`src/rtl/stack_pkg.sv`:
```
// Shared types and defaults for the CPU data stack: word/depth defaults,
// error-mode encoding and the push/pop operation decode.
package stack_pkg;

  localparam int STACK_WORD_W    = 16;
  localparam int STACK_DEPTH_DEF = 32;

  typedef enum logic {
    IDLE,
    ERR
  } stack_mode_t;

  typedef enum logic [1:0] {
    OP_NONE,
    OP_PUSH,
    OP_POP,
    OP_REPL
  } stack_op_t;

  function automatic stack_op_t decode_op(input logic push, input logic pop);
    if (push && pop) return OP_REPL;
    else if (push)   return OP_PUSH;
    else if (pop)    return OP_POP;
    else             return OP_NONE;
  endfunction

endpackage

```
`src/rtl/data_stack_if.sv`:
```
// Control-FSM to data-stack interface. The next-of-stack signals exist only
// when DSTACK_NOS_EN is defined.
interface data_stack_if #(
  parameter int WIDTH = stack_pkg::STACK_WORD_W,
  parameter int PTR_W = $clog2(stack_pkg::STACK_DEPTH_DEF)
);
  logic             rst_stack;
  logic             push_stack;
  logic             pop_stack;
  logic [WIDTH-1:0] stack_data_in;
  logic [WIDTH-1:0] stack_data_out;
  logic [WIDTH-1:0] tos_data;
  logic [PTR_W:0]   tos_pointer;
  logic             empty;
  logic             full;
  logic             overflow;
  logic             underflow;
`ifdef DSTACK_NOS_EN
  logic [WIDTH-1:0] nos_data;
  logic             nos_valid;
`endif

  modport master (
    output rst_stack, push_stack, pop_stack, stack_data_in,
    input  stack_data_out, tos_data, tos_pointer, empty, full, overflow, underflow
`ifdef DSTACK_NOS_EN
    , input nos_data, nos_valid
`endif
  );

  modport slave (
    input  rst_stack, push_stack, pop_stack, stack_data_in,
    output stack_data_out, tos_data, tos_pointer, empty, full, overflow, underflow
`ifdef DSTACK_NOS_EN
    , output nos_data, nos_valid
`endif
  );

endinterface

```
`src/rtl/stack_ram.sv`:
```
// Stack storage: DEPTH x WIDTH register array, one synchronous write port and
// two asynchronous read ports. Contents are not reset.
module stack_ram #(
  parameter int WIDTH = 16,
  parameter int DEPTH = 32,
  parameter int PTR_W = $clog2(DEPTH)
) (
  input  logic             clk,
  input  logic             we,
  input  logic [PTR_W-1:0] waddr,
  input  logic [WIDTH-1:0] wdata,
  input  logic [PTR_W-1:0] raddr_a,
  input  logic [PTR_W-1:0] raddr_b,
  output logic [WIDTH-1:0] rdata_a,
  output logic [WIDTH-1:0] rdata_b
);

  logic [WIDTH-1:0] mem [DEPTH];

  always_ff @(posedge clk) begin
    if (we) mem[waddr] <= wdata;
  end

  assign rdata_a = mem[raddr_a];
  assign rdata_b = mem[raddr_b];

endmodule

```
`src/rtl/data_stack.sv`:
```
// LIFO data stack for the 16-bit stack CPU with sticky overflow/underflow.
// Optional DSTACK_NOS_EN adds a registered next-of-stack output.
//
// state | meaning
// IDLE  | no error seen since the last clear
// ERR   | an overflow or underflow occurred; operations still execute
module data_stack
  import stack_pkg::*;
#(
  parameter int WIDTH = STACK_WORD_W,
  parameter int DEPTH = STACK_DEPTH_DEF,
  parameter int PTR_W = $clog2(DEPTH)
) (
  input logic        clk,
  input logic        rst,
  data_stack_if.slave bus
);

  localparam logic [PTR_W:0] CNT_ONE   = (PTR_W+1)'(1);
  localparam logic [PTR_W:0] CNT_TWO   = (PTR_W+1)'(2);
  localparam logic [PTR_W:0] CNT_THREE = (PTR_W+1)'(3);
  localparam logic [PTR_W:0] CNT_FULL  = (PTR_W+1)'(DEPTH);

  logic [PTR_W:0]   count_q, count_d;
  logic [WIDTH-1:0] tos_q, tos_d, dout_q, dout_d;
  logic             ovf_q, ovf_d, unf_q, unf_d;
  logic             err_evt, clear, is_empty, is_full;
  stack_mode_t      mode_q, mode_d;
  stack_op_t        op;

  logic             we;
  logic [PTR_W-1:0] waddr, cnt_lo, raddr_a, raddr_b;
  logic [WIDTH-1:0] rdata_a, rdata_b, top_word;

  assign clear    = rst | bus.rst_stack;
  assign is_empty = (count_q == '0);
  assign is_full  = (count_q == CNT_FULL);
  assign cnt_lo   = count_q[PTR_W-1:0];
  assign op       = decode_op(bus.push_stack, bus.pop_stack);

  // Port A always looks at what becomes the top after a pop (count-2).
  assign raddr_a = cnt_lo - PTR_W'(2);
`ifdef DSTACK_NOS_EN
  logic [WIDTH-1:0] nos_q, nos_d;
  // Port B fetches the post-pop next-of-stack; the old top is already in tos_q.
  assign raddr_b  = cnt_lo - PTR_W'(3);
  assign top_word = tos_q;
`else
  assign raddr_b  = cnt_lo - PTR_W'(1);
  assign top_word = rdata_b;
`endif

  stack_ram #(
    .WIDTH (WIDTH),
    .DEPTH (DEPTH),
    .PTR_W (PTR_W)
  ) u_ram (
    .clk     (clk),
    .we      (we),
    .waddr   (waddr),
    .wdata   (bus.stack_data_in),
    .raddr_a (raddr_a),
    .raddr_b (raddr_b),
    .rdata_a (rdata_a),
    .rdata_b (rdata_b)
  );

  always_comb begin
    count_d = count_q;
    tos_d   = tos_q;
    dout_d  = dout_q;
    ovf_d   = ovf_q;
    unf_d   = unf_q;
    we      = 1'b0;
    waddr   = cnt_lo;
    err_evt = 1'b0;
`ifdef DSTACK_NOS_EN
    nos_d   = nos_q;
`endif
    case (op)
      OP_PUSH: begin
        if (is_full) begin
          ovf_d   = 1'b1;
          err_evt = 1'b1;
        end else begin
          we      = 1'b1;
          count_d = count_q + CNT_ONE;
          tos_d   = bus.stack_data_in;
`ifdef DSTACK_NOS_EN
          nos_d   = tos_q;
`endif
        end
      end
      OP_POP: begin
        if (is_empty) begin
          unf_d   = 1'b1;
          err_evt = 1'b1;
        end else begin
          dout_d  = top_word;
          count_d = count_q - CNT_ONE;
          tos_d   = (count_q == CNT_ONE) ? '0 : rdata_a;
`ifdef DSTACK_NOS_EN
          nos_d   = (count_q >= CNT_THREE) ? rdata_b : '0;
`endif
        end
      end
      OP_REPL: begin
        we    = 1'b1;
        tos_d = bus.stack_data_in;
        if (is_empty) begin
          // Nothing to pop: the push still lands in entry 0.
          count_d = CNT_ONE;
          unf_d   = 1'b1;
          err_evt = 1'b1;
        end else begin
          waddr  = cnt_lo - PTR_W'(1);
          dout_d = top_word;
        end
      end
      default: ;
    endcase
    if (clear) begin
      count_d = '0;
      tos_d   = '0;
      dout_d  = '0;
      ovf_d   = 1'b0;
      unf_d   = 1'b0;
      we      = 1'b0;
`ifdef DSTACK_NOS_EN
      nos_d   = '0;
`endif
    end
  end

  always_comb begin
    mode_d = mode_q;
    case (mode_q)
      IDLE:    if (err_evt) mode_d = ERR;
      ERR:     mode_d = ERR;
      default: mode_d = IDLE;
    endcase
    if (clear) mode_d = IDLE;
  end

  always_ff @(posedge clk) begin
    if (rst) begin
      count_q <= '0;
      tos_q   <= '0;
      dout_q  <= '0;
      ovf_q   <= 1'b0;
      unf_q   <= 1'b0;
      mode_q  <= IDLE;
`ifdef DSTACK_NOS_EN
      nos_q   <= '0;
`endif
    end else begin
      count_q <= count_d;
      tos_q   <= tos_d;
      dout_q  <= dout_d;
      ovf_q   <= ovf_d;
      unf_q   <= unf_d;
      mode_q  <= mode_d;
`ifdef DSTACK_NOS_EN
      nos_q   <= nos_d;
`endif
    end
  end

  assign bus.stack_data_out = dout_q;
  assign bus.tos_data       = tos_q;
  assign bus.tos_pointer    = count_q;
  assign bus.empty          = is_empty;
  assign bus.full           = is_full;
  assign bus.overflow       = ovf_q;
  assign bus.underflow      = unf_q;
`ifdef DSTACK_NOS_EN
  assign bus.nos_data       = nos_q;
  assign bus.nos_valid      = (count_q >= CNT_TWO);
`endif

endmodule

```
`src/flat_wrapper.sv`:
```
// flat-port wrapper written by rule: the top's interface ports become plain ports
module data_stack_flat import stack_pkg::*;
#(
  parameter int WIDTH = STACK_WORD_W,
  parameter int DEPTH = STACK_DEPTH_DEF,
  parameter int PTR_W = $clog2(DEPTH)
)
  (clk, rst, bus_rst_stack, bus_push_stack, bus_pop_stack, bus_stack_data_in, bus_stack_data_out, bus_tos_data, bus_tos_pointer, bus_empty, bus_full, bus_overflow, bus_underflow);
  data_stack_if #(.WIDTH(WIDTH), .PTR_W(PTR_W)) bus_i ();
  input logic clk;
  input logic rst;
  input wire logic [$bits(bus_i.rst_stack)-1:0] bus_rst_stack;
  input wire logic [$bits(bus_i.push_stack)-1:0] bus_push_stack;
  input wire logic [$bits(bus_i.pop_stack)-1:0] bus_pop_stack;
  input wire logic [$bits(bus_i.stack_data_in)-1:0] bus_stack_data_in;
  output wire logic [$bits(bus_i.stack_data_out)-1:0] bus_stack_data_out;
  output wire logic [$bits(bus_i.tos_data)-1:0] bus_tos_data;
  output wire logic [$bits(bus_i.tos_pointer)-1:0] bus_tos_pointer;
  output wire logic [$bits(bus_i.empty)-1:0] bus_empty;
  output wire logic [$bits(bus_i.full)-1:0] bus_full;
  output wire logic [$bits(bus_i.overflow)-1:0] bus_overflow;
  output wire logic [$bits(bus_i.underflow)-1:0] bus_underflow;
  assign bus_i.rst_stack = bus_rst_stack;
  assign bus_i.push_stack = bus_push_stack;
  assign bus_i.pop_stack = bus_pop_stack;
  assign bus_i.stack_data_in = bus_stack_data_in;
  assign bus_stack_data_out = bus_i.stack_data_out;
  assign bus_tos_data = bus_i.tos_data;
  assign bus_tos_pointer = bus_i.tos_pointer;
  assign bus_empty = bus_i.empty;
  assign bus_full = bus_i.full;
  assign bus_overflow = bus_i.overflow;
  assign bus_underflow = bus_i.underflow;
  data_stack #(.WIDTH(WIDTH), .DEPTH(DEPTH), .PTR_W(PTR_W)) u_core (.clk(clk), .rst(rst), .bus(bus_i));
endmodule
```
`config.mk`:
```
export PLATFORM = sky130hd
export DESIGN_NAME = data_stack_flat
export DESIGN_NICKNAME = d
export VERILOG_FILES = /design/src/rtl/stack_pkg.sv /design/src/rtl/data_stack_if.sv /design/src/rtl/stack_ram.sv /design/src/rtl/data_stack.sv /design/src/flat_wrapper.sv
export SDC_FILE = /design/constraint.sdc
export NUM_CORES = 1
export LEC_CHECK = 0
export CAP_MARGIN = 20
export CORE_MARGIN = 5
export CORE_UTILIZATION = 55
export CTS_BUF_LIST = sky130_fd_sc_hd__clkbuf_2 sky130_fd_sc_hd__clkbuf_4 sky130_fd_sc_hd__clkbuf_8
export DETAILED_ROUTE_END_ITERATION = 7
export PLACE_DENSITY = 0.81
export SLEW_MARGIN = 20
export SYNTH_ARGS = -nofsm -noshare
export SYNTH_HDL_FRONTEND = slang
export SYNTH_SLANG_ARGS = --single-unit
```
`constraint.sdc`:
```
create_clock -name clk -period 5 [get_ports clk]
set_input_delay 1.5 -clock clk [delete_from_list [all_inputs] [get_ports clk]]
set_output_delay 1.5 -clock clk [all_outputs]
set_load 0.005 [all_outputs]
```
## Yosys cells after proc, flatten, opt, wreduce, memory -nomap -nowiden

Memory sizes are Yosys's and may differ from the RTL's. A register that Yosys moved wholly into a read port is not among the register bits.
Cells that the tools add are included.
Widths: inputs -> output; s select.

| operators by class | value |
|---|---|
| multiplexer cells | 18 |
| $add $sub $neg | 4 |
| equal/unequal tests | 8 |
| bitwise logic cells | 2 |
| reductions and logical operators | 10 |

Operators with widths:

| cell | number |
|---|---|
| $mux 16 | 3 |
| $pmux 16 s3 | 1 |
| $mux 6 | 3 |
| $pmux 6 s3 | 1 |
| $mux 5 | 2 |
| $add 6x1->6 const B | 1 |
| $eq 6x1->1 const B | 1 |
| $eq 6x6->1 const B | 1 |
| $logic_not 6->1 | 1 |
| $mux 2 | 3 |
| $ne 2x2->1 const B | 3 |
| $reduce_and 2->1 | 3 |
| $sub 6x1->6 const B | 1 |
| $sub 5x1->5 const B | 1 |
| $sub 5x2->5 const B | 1 |
| $eq 2x2->1 const B | 2 |
| $mux 1 | 4 |
| $reduce_and 4->1 | 1 |
| $reduce_or 2->1 | 2 |
| $reduce_and 3->1 | 1 |
| $reduce_bool 3->1 | 1 |
| $eq 2x1->1 const B | 1 |
| $pmux 1 s2 | 1 |
| $logic_and 1x1->1 | 1 |
| 2 further kinds | 2 |

| word-level totals | value |
|---|---|
| logic and storage cells | 47 |
| register bits | 24 |
| bits in writable memories | 512 |
| memories | 1 |

Memories:

| memory | depth | width | read ports | clocked after Yosys merged registers in | wr ports | line | source |
|---|---|---|---|---|---|---|---|
| u_core.u_ram.mem | 32 | 16 | 2 | 1 | 1 | stack_ram.sv:18 | `logic [WIDTH-1:0] mem [DEPTH];` |

## Longest topological paths before layout

Gate-level depths: netlist of run 1.

| logic depth | value |
|---|---|
| word-level depth | 8 |
| mapped depth | 14 |
| mapped depth without buffers | 7 |

## Modules after synthesis

Synthesis of run 1 repeated with hierarchy kept, for this count alone.

| unflattened totals | value |
|---|---|
| cell total of the unflattened synthesis | 1977 |
| area total of the unflattened synthesis | 27141.0 µm² |

Modules (own cells, without submodules):

| module | times used | seq. area each (µm²) | cells each | area each (µm²) |
|---|---|---|---|---|
| stack_ram | 1 | 15374.7 | 1696 | 24796.3 |
| data_stack | 1 | 800.8 | 281 | 2344.7 |

## Worst setup path after synthesis of run 1

Ideal clock, no wire load.

| timing | value |
|---|---|
| kind | input -> register |
| start point | in bus_push_stack |
| end point | mem u_core.u_ram.mem[28][0] (enable) |
| arrival | 3.343 ns |
| slack | 1.268 ns |
| cell stages on the path | 6 |
| setup time | 0.389 ns |
| path through | buf_1 > nand3_1 > a21o_1 > o31ai_1 > nand2_1 > nor2_1 |

| on the way | value |
|---|---|
| word-level cells in the longest chain between the ends | 7 |
| elaborated cells on any way between the ends | 10 |
| classes of those cells | 2 x eq/ne; 7 x mux; 1 x reduce/logical |

RTL lines:

| item | line | source |
|---|---|---|
| from (decl) | flat_wrapper.sv:13 | `input wire logic [$bits(bus_i.push_stack)-1:0] bus_push_stack;` |
| $mux 2 or $logic_and 1x1->1 (tied branches) | stack_pkg.sv:22, stack_pkg.sv:21 |  |
| $mux 2 (*) | stack_pkg.sv:21 | `if (push && pop) return OP_REPL;` |
| $eq 2x2->1 or $eq 2x1->1 (tied branches) | data_stack.sv:80 | `case (op)` |
| $pmux 1 s2 | data_stack.sv:80 |  |
| $mux 1 | data_stack.sv:122 | `if (clear) begin` |
| $mux 1 | stack_ram.sv:21 | `if (we) mem[waddr] <= wdata;` |
| $mux 1 (not written as such) | stack_ram.sv:21 |  |
| to (decl) | stack_ram.sv:18 |  |

Every way passes the cells marked *; elsewhere a longest branch is shown, timed or not.

## Worst setup path after layout of run 1

| timing | value |
|---|---|
| start point | reg u_core.count_q[1] (netlist: u_core.bus.tos_pointer[1]) |
| end point | out bus_empty |

| on the way | value |
|---|---|
| word-level cells in the longest chain between the ends | 1 |

RTL lines:

| item | line | source |
|---|---|---|
| from (decl) | data_stack.sv:24 | `logic [PTR_W:0] count_q, count_d;` |
| from (signal assigned) | data_stack.sv:157 | `count_q <= count_d;` |
| $logic_not 6->1 | data_stack.sv:36 | `assign is_empty = (count_q == '0);` |
| to (decl) | flat_wrapper.sv:19 | `output wire logic [$bits(bus_i.empty)-1:0] bus_empty;` |

No other way between the ends.

==> metrics.cfg, run 1 <==
[status]
status = complete, but fails checks
violations = design-rule violations

[logic_synthesis]
synthCells = 1483
seq_area_frac_synth = 0.616
syn_area_per_cell_um2 = 17.7
synth_common_cells = edfxtp_1 (512), mux4_2 (196), mux2i_1 (133), nor2_1 (67), a221oi_1 (43)
synthTopCellsByArea = edfxtp_1 (59%), mux4_2 (17%), mux2i_1 (5.1%)
synth_top_area_share = 0.585
async_reset_ff_frac = 0
ys.warnings.count = 0
syn_nets = 1511
synth_edf_count = 512
synth_most_common_cell = edfxtp_1
ys_types = 58
synth-main-ff-cell = edfxtp_1
synth_area_leader_cell = edfxtp_1
ys_seq_elements = 552
syn_area_um2 = 26300

[drt]
ant_nets = 0
drc = 2
wl_per_cell_um = 32.3
wirelength_mm = 73.5
routed_via_density = 7.23
num_vias = 16400
drtPass1Iterations = 8
drt_iter0_markers = 2832

[worst_hold_path]
holdPathStages = 2
hp-start = u_core.bus.stack_data_out[1]
hp-class = reg -> reg
hold_end = u_core.bus.stack_data_out[1]

[global_route]
grt_overflow_total = 0
grt_max_degree = 151
track_usage = 0.277
antenna_found_initial = 2
grt_pass1_wl_mm = 107
grt_pass1_vias = 15900

[die]
row_count = 80
fp.dieArea_um2 = 52200
start_util = 0.553
core_um2 = 47400
die_x_um = 229
die_y_um = 229
io_pins = 63

[sta]
min_period_ns = 4.38
rsz0062_at_grt = no
drv_slew = 0
hold_violations = 0
max_freq_mhz = 228
tightest_slew_ns = 1.14
fin_crit_sh = 0.877
finalSetupTns_ns = 0
skew_ns = 0.0275
finalSetupViolCount = 0
timing.slew.headroom = 0.234

[clocking]
ctsLongestPathBuffers = 3
cts_tree = yes
insertion_delay_ns = 0.66
clk_pin_slew_worst_paths_ns = 0.06
h-tree-depth = 3
cts_setup_buffers = 0
cts_inserted_buffers = 84
cts_sinks = 552
holdBufCountCts = 0
root_buffer = clkbuf_8
cts_resized = 0

[pwr]
p_per_area_nw_per_um2 = 357
ir_worst_vdd_uv = 198
p_leak_nw = 9.03

[layout]
drive_gt1_frac = 0.312
fin_cells = 2272
syn_to_final_growth_pct = 12.0
finalNetCount = 1617
final_util = 0.620

[place]
place_hpwl_mm = 49.2
port_buffers = 62
gp_congestion = 0.977
placed_cells = 2118

[setup_path]
crit_buf_inv = 3
cp_slowest_cell = clkdlybuf4s50_1
path_delay_family = buffers and inverters
endpoint_kind = output port
r2r-end = u_core.bus.tos_data[13]
max_stage_delay_ns = 0.52
worstPathMaxFanout = 8
worst_path_most_repeated_cell = inv_1
crit_type = reg -> out
critical_path_required_ns = 3.50
crit_chain = inv_1 > ha_4 > nor4b_4 > nand2_1 > inv_1 > clkdlybuf4s50_1
critPathLaunch = u_core.bus.tos_pointer[1]
startpoint_type = flip-flop
r2r-start = u_core.bus.tos_pointer[0]
crit_arrival_ns = 2.88
worstRegToRegCells = 7
r2r_slack_ns = 1.19

[run]
drv_cap = 0

registers in the layout, indices dropped and copies added (netlist names):
signal,count
u_core.bus.overflow,1
u_core.bus.stack_data_out,16
u_core.bus.tos_data,16
u_core.bus.tos_pointer,6
u_core.bus.underflow,1
u_core.u_ram.mem,512
cells by family after synthesis:
kind of cell | after synthesis | synth area share
DFF | 552 | 0.616
muxes | 375 | 0.245
AOI/OAI and AO/OA | 267 | 0.0774
and+or+nand+nor | 149 | 0.0271
buffers and inverters | 125 | 0.0275
xor gates and xnor gates | 8 | 0.00338
adders and majority gates | 7 | 0.00334
worst register-to-register path, cell delays in order (launching register included):
cell and delay (ns):
dfxtp_4 0.34, buf_4 0.59, buf_12 0.64, mux2i_1 0.52
a221oi_1 0.95, a22oi_1 0.27, a21bo_2 0.29, a31oi_1 0.15
report_power, final:
part | switching [W] | leakage, nW | total (W) | internal [W]
sequential | 0.0000299 | 4.93 | 0.00511 | 0.00508
clock | 0.00173 | 0.855 | 0.00366 | 0.00193
combinational | 0.000999 | 3.24 | 0.00173 | 0.000730
total | 0.00276 | 9.03 | 0.0105 | 0.00773
worst max path at each step:
stage                                          end  slack [ns]  cells after the start
after floorplan            u_core.u_ram.mem[28][0]        1.27                      6
after global placement    u_core.u_ram.mem[21][15]        0.82                      7
after detailed placement   u_core.u_ram.mem[21][3]        0.69                      7
after CTS                                bus_empty        0.66                      6
after global routing                     bus_empty        0.53                      6
final                                    bus_empty        0.62                      6
through the flow:
step | instance area, um2 | total power, W | worst slack, ns | hold slack, ns
floorplan | 26300 | 0.00631 | 1.27 | 0.449
global placement | 27800 | 0.00686 | 0.819 | 0.451
detailed placement | 27800 | 0.00688 | 0.686 | 0.449
CTS | 29400 | 0.0105 | 0.658 | 0.462
global route | 29400 | 0.0108 | 0.527 | 0.493
finish | 29400 | 0.0105 | 0.615 | 0.459
layout make-up:
| type | count | area, um2 |
|---|---|---|
| well taps | 615 | 769 |
| flip-flops and latches | 552 | 16200 |
| inverters | 6 | 22.5 |
| fillers | 3270 | 18000 |
| multi-input cells | 806 | 9530 |
| clock buffers | 107 | 1350 |
| clock inverters | 46 | 287 |
| repair buffers | 139 | 1270 |
| diodes | 1 | 2.50 |
placed cells by master, fill, tap and decap left out, types with 11 or more instances in the layout:
| cell type | instances |
|---|---|
| a21bo_2 | 11 |
| a21oi_1 | 20 |
| a221o_1 | 22 |
| a221oi_1 | 43 |
| a22oi_1 | 14 |
| a31oi_1 | 17 |
| buf_4 | 69 |
| clkbuf_4 | 20 |
| clkbuf_8 | 87 |
| clkdlybuf4s50_1 | 56 |
| clkinv_1 | 27 |
| clkinv_2 | 11 |
| dfxtp_1 | 38 |
| edfxtp_1 | 512 |
| mux2_2 | 34 |
| mux2i_1 | 133 |
| mux4_1 | 12 |
| mux4_2 | 196 |
| nand2_1 | 33 |
| nor2_1 | 34 |
| nor2_2 | 32 |
| o211ai_1 | 12 |
| o21ai_0 | 21 |
| o21ai_1 | 11 |
| o21bai_1 | 11 |
| o22ai_1 | 18 |
| o31ai_1 | 19 |
metal layers:
layer  track usage  vias to the layer above  share of wire
met5             0                        -        0.00011
met4         0.110                        2          0.045
met3        0.0740                      196           0.15
met2         0.404                     1354           0.44
met1         0.404                     8360           0.36
li1              -                     6510              -
Note: power is estimated with default switching activity, not from simulation.
==> inputs of run 2 (changes only) <==
Settings changed: PLACE_DENSITY 0.81 to 0.78.
==> run 2 against run 1 <==
  * The run now ends clean
  * Hold slack lost 0.0039 ns
  * Flip-flop and latch count stayed put
  * Clock power decreased by 2%
  * Global-route usage fell by 0.38 points
  * Critical path depth unchanged
  * Critical endpoint unchanged
  * Via count down 1.6%
  * Die area did not move
  * Sequential share of layout area increased by 0.11 points
  * Design area decreased by 0.19%
==> metrics.cfg, run 2 (synthesized netlist as in run 1, its figures left out) <==
[setup_path]
crit_arrival_ns = 3.11
crit_type = reg -> out
critical_path_required_ns = 3.50
startpoint_type = flip-flop
worstPathMaxFanout = 22
endpoint_kind = output port

[layout]
syn_to_final_growth_pct = 11.8
layout_commonest_cell = edfxtp_1
finalNetCount = 1619
final_cell_mix = edfxtp_1 (512), mux4_2 (196), mux2i_1 (133), clkbuf_8 (90), buf_4 (72)
drive_gt1_frac = 0.307
largest_reg_flops = 512
largest_register = u_core.u_ram.mem
final_util = 0.619

[die]
io_pins = 63
die_x_um = 229
core_um2 = 47400
fp.dieArea_um2 = 52200
die_y_um = 229
start_util = 0.553
row_count = 80

[sta]
fin_crit_sh = 0.923
drv_slew = 0
max_freq_mhz = 217
hold_violations = 0
setup_ws_ns = 0.387
rsz0062_at_grt = no
finalSetupViolCount = 0
skew_ns = 0.0229
tightest_slew_ns = 1.10
min_period_ns = 4.61
timing.slew.headroom = 0.266
finalSetupTns_ns = 0

[place]
place_hpwl_mm = 48.0
port_buffers = 62
gp_congestion = 0.978
dp_slack_ns = 0.644

[pwr]
p_per_area_nw_per_um2 = 355
p_clk_frac = 0.345
seqPwrFrac = 0.490
combPwrFrac = 0.164
p_leak_nw = 8.99
p_total_w = 0.0104
ir_worst_vdd_uv = 190
p_int_w = 0.00769
power.switching_w = 0.00274
swShare = 0.263

[drt]
drc = 0
drt_iter0_markers = 2628
num_vias = 16200
wl_per_cell_um = 31.8
ant_nets = 0
wirelength_mm = 72.2
routed_via_density = 7.12
drtPass1Iterations = 6

[clocking]
clk_pin_slew_worst_paths_ns = 0.06
cts_setup_buffers = 0
cts_sinks = 552
cts_inserted_buffers = 86
holdBufCountCts = 0
insertion_delay_ns = 0.66
ctsLongestPathBuffers = 3
root_buffer = clkbuf_8
cts_resized = 0
h-tree-depth = 3
cts_tree = yes

[worst_hold_path]
hp-class = reg -> reg

[run]
drv_cap = 0

[global_route]
grt_pass1_wl_mm = 106
antenna_found_initial = 2
grt_overflow_total = 0
grt_max_degree = 147
track_usage = 0.273
grt_pass1_vias = 15700

[status]
status = finished, final reports clean

## run 2: cell types whose count changed in the layout (fill, tap and decap cells not counted), sizes merged
cell	previous run	this run
clkdlybuf4s50	56	59
clkbuf	107	106
buf	83	80
inv	8	7
clkinv	38	39
bufinv	3	2
clkinvlp	3	2
## run 2: path summary, 6_finish.rpt
kind         cells past startpoint  slack, ns                         start                      endpoint
max                              6       0.39     u_core.bus.tos_pointer[1]                     bus_empty
min                              2       0.46  u_core.bus.stack_data_out[9]  u_core.bus.stack_data_out[9]
max reg2reg                      7       1.13     u_core.bus.tos_pointer[1]  u_core.bus.stack_data_out[4]
min reg2reg                      2       0.46  u_core.bus.stack_data_out[9]  u_core.bus.stack_data_out[9]
## run 2: layout make-up
class | count | area [um2]
clock buffer | 106 | 1360
inverter | 6 | 22.5
sequential | 552 | 16200
clock inverter | 44 | 241
timing repair buffer | 139 | 1250
tap | 615 | 769
fill | 3312 | 18100
antenna | 1 | 2.50
multi-input combinational | 806 | 9530
## run 2: critical path, cell delays in order, from the launching register on
cell and delay, ns:
dfxtp_4 0.47, inv_1 0.39, ha_4 0.19, nor4b_4 0.41, nand2_1 0.26, inv_1 0.19, clkdlybuf4s50_1 0.53
## run 2: layer usage
metal	vias up	GRT usage	routed length [um]	part of all wire
met5	-	0	0	0
met4	0	0.0934	2030	0.028
met3	104	0.0815	10900	0.15
met2	1253	0.382	31200	0.43
met1	8288	0.415	28100	0.39
li1	6512	-	-	-
## run 2: metrics by stage
| step | hold slack (ns) | std cells | instance area [um2] |
|---|---|---|---|
| finish | 0.456 | 2269 | 29400 |
| global route | 0.502 | 2269 | 29400 |
| CTS | 0.458 | 2268 | 29400 |
| detailed placement | 0.447 | 2118 | 27800 |
| global placement | 0.441 | 2118 | 27800 |
| floorplan | 0.449 | 1483 | 26300 |
## run 2: power by group through the flow
stage	Combinational, W	Sequential, W	Clock, W
finish	0.00171	0.00511	0.00360
global route	0.00178	0.00511	0.00386
detailed placement	0.00167	0.00521	0
floorplan	0.00112	0.00519	0
global placement	0.00164	0.00520	0
CTS	0.00168	0.00511	0.00365
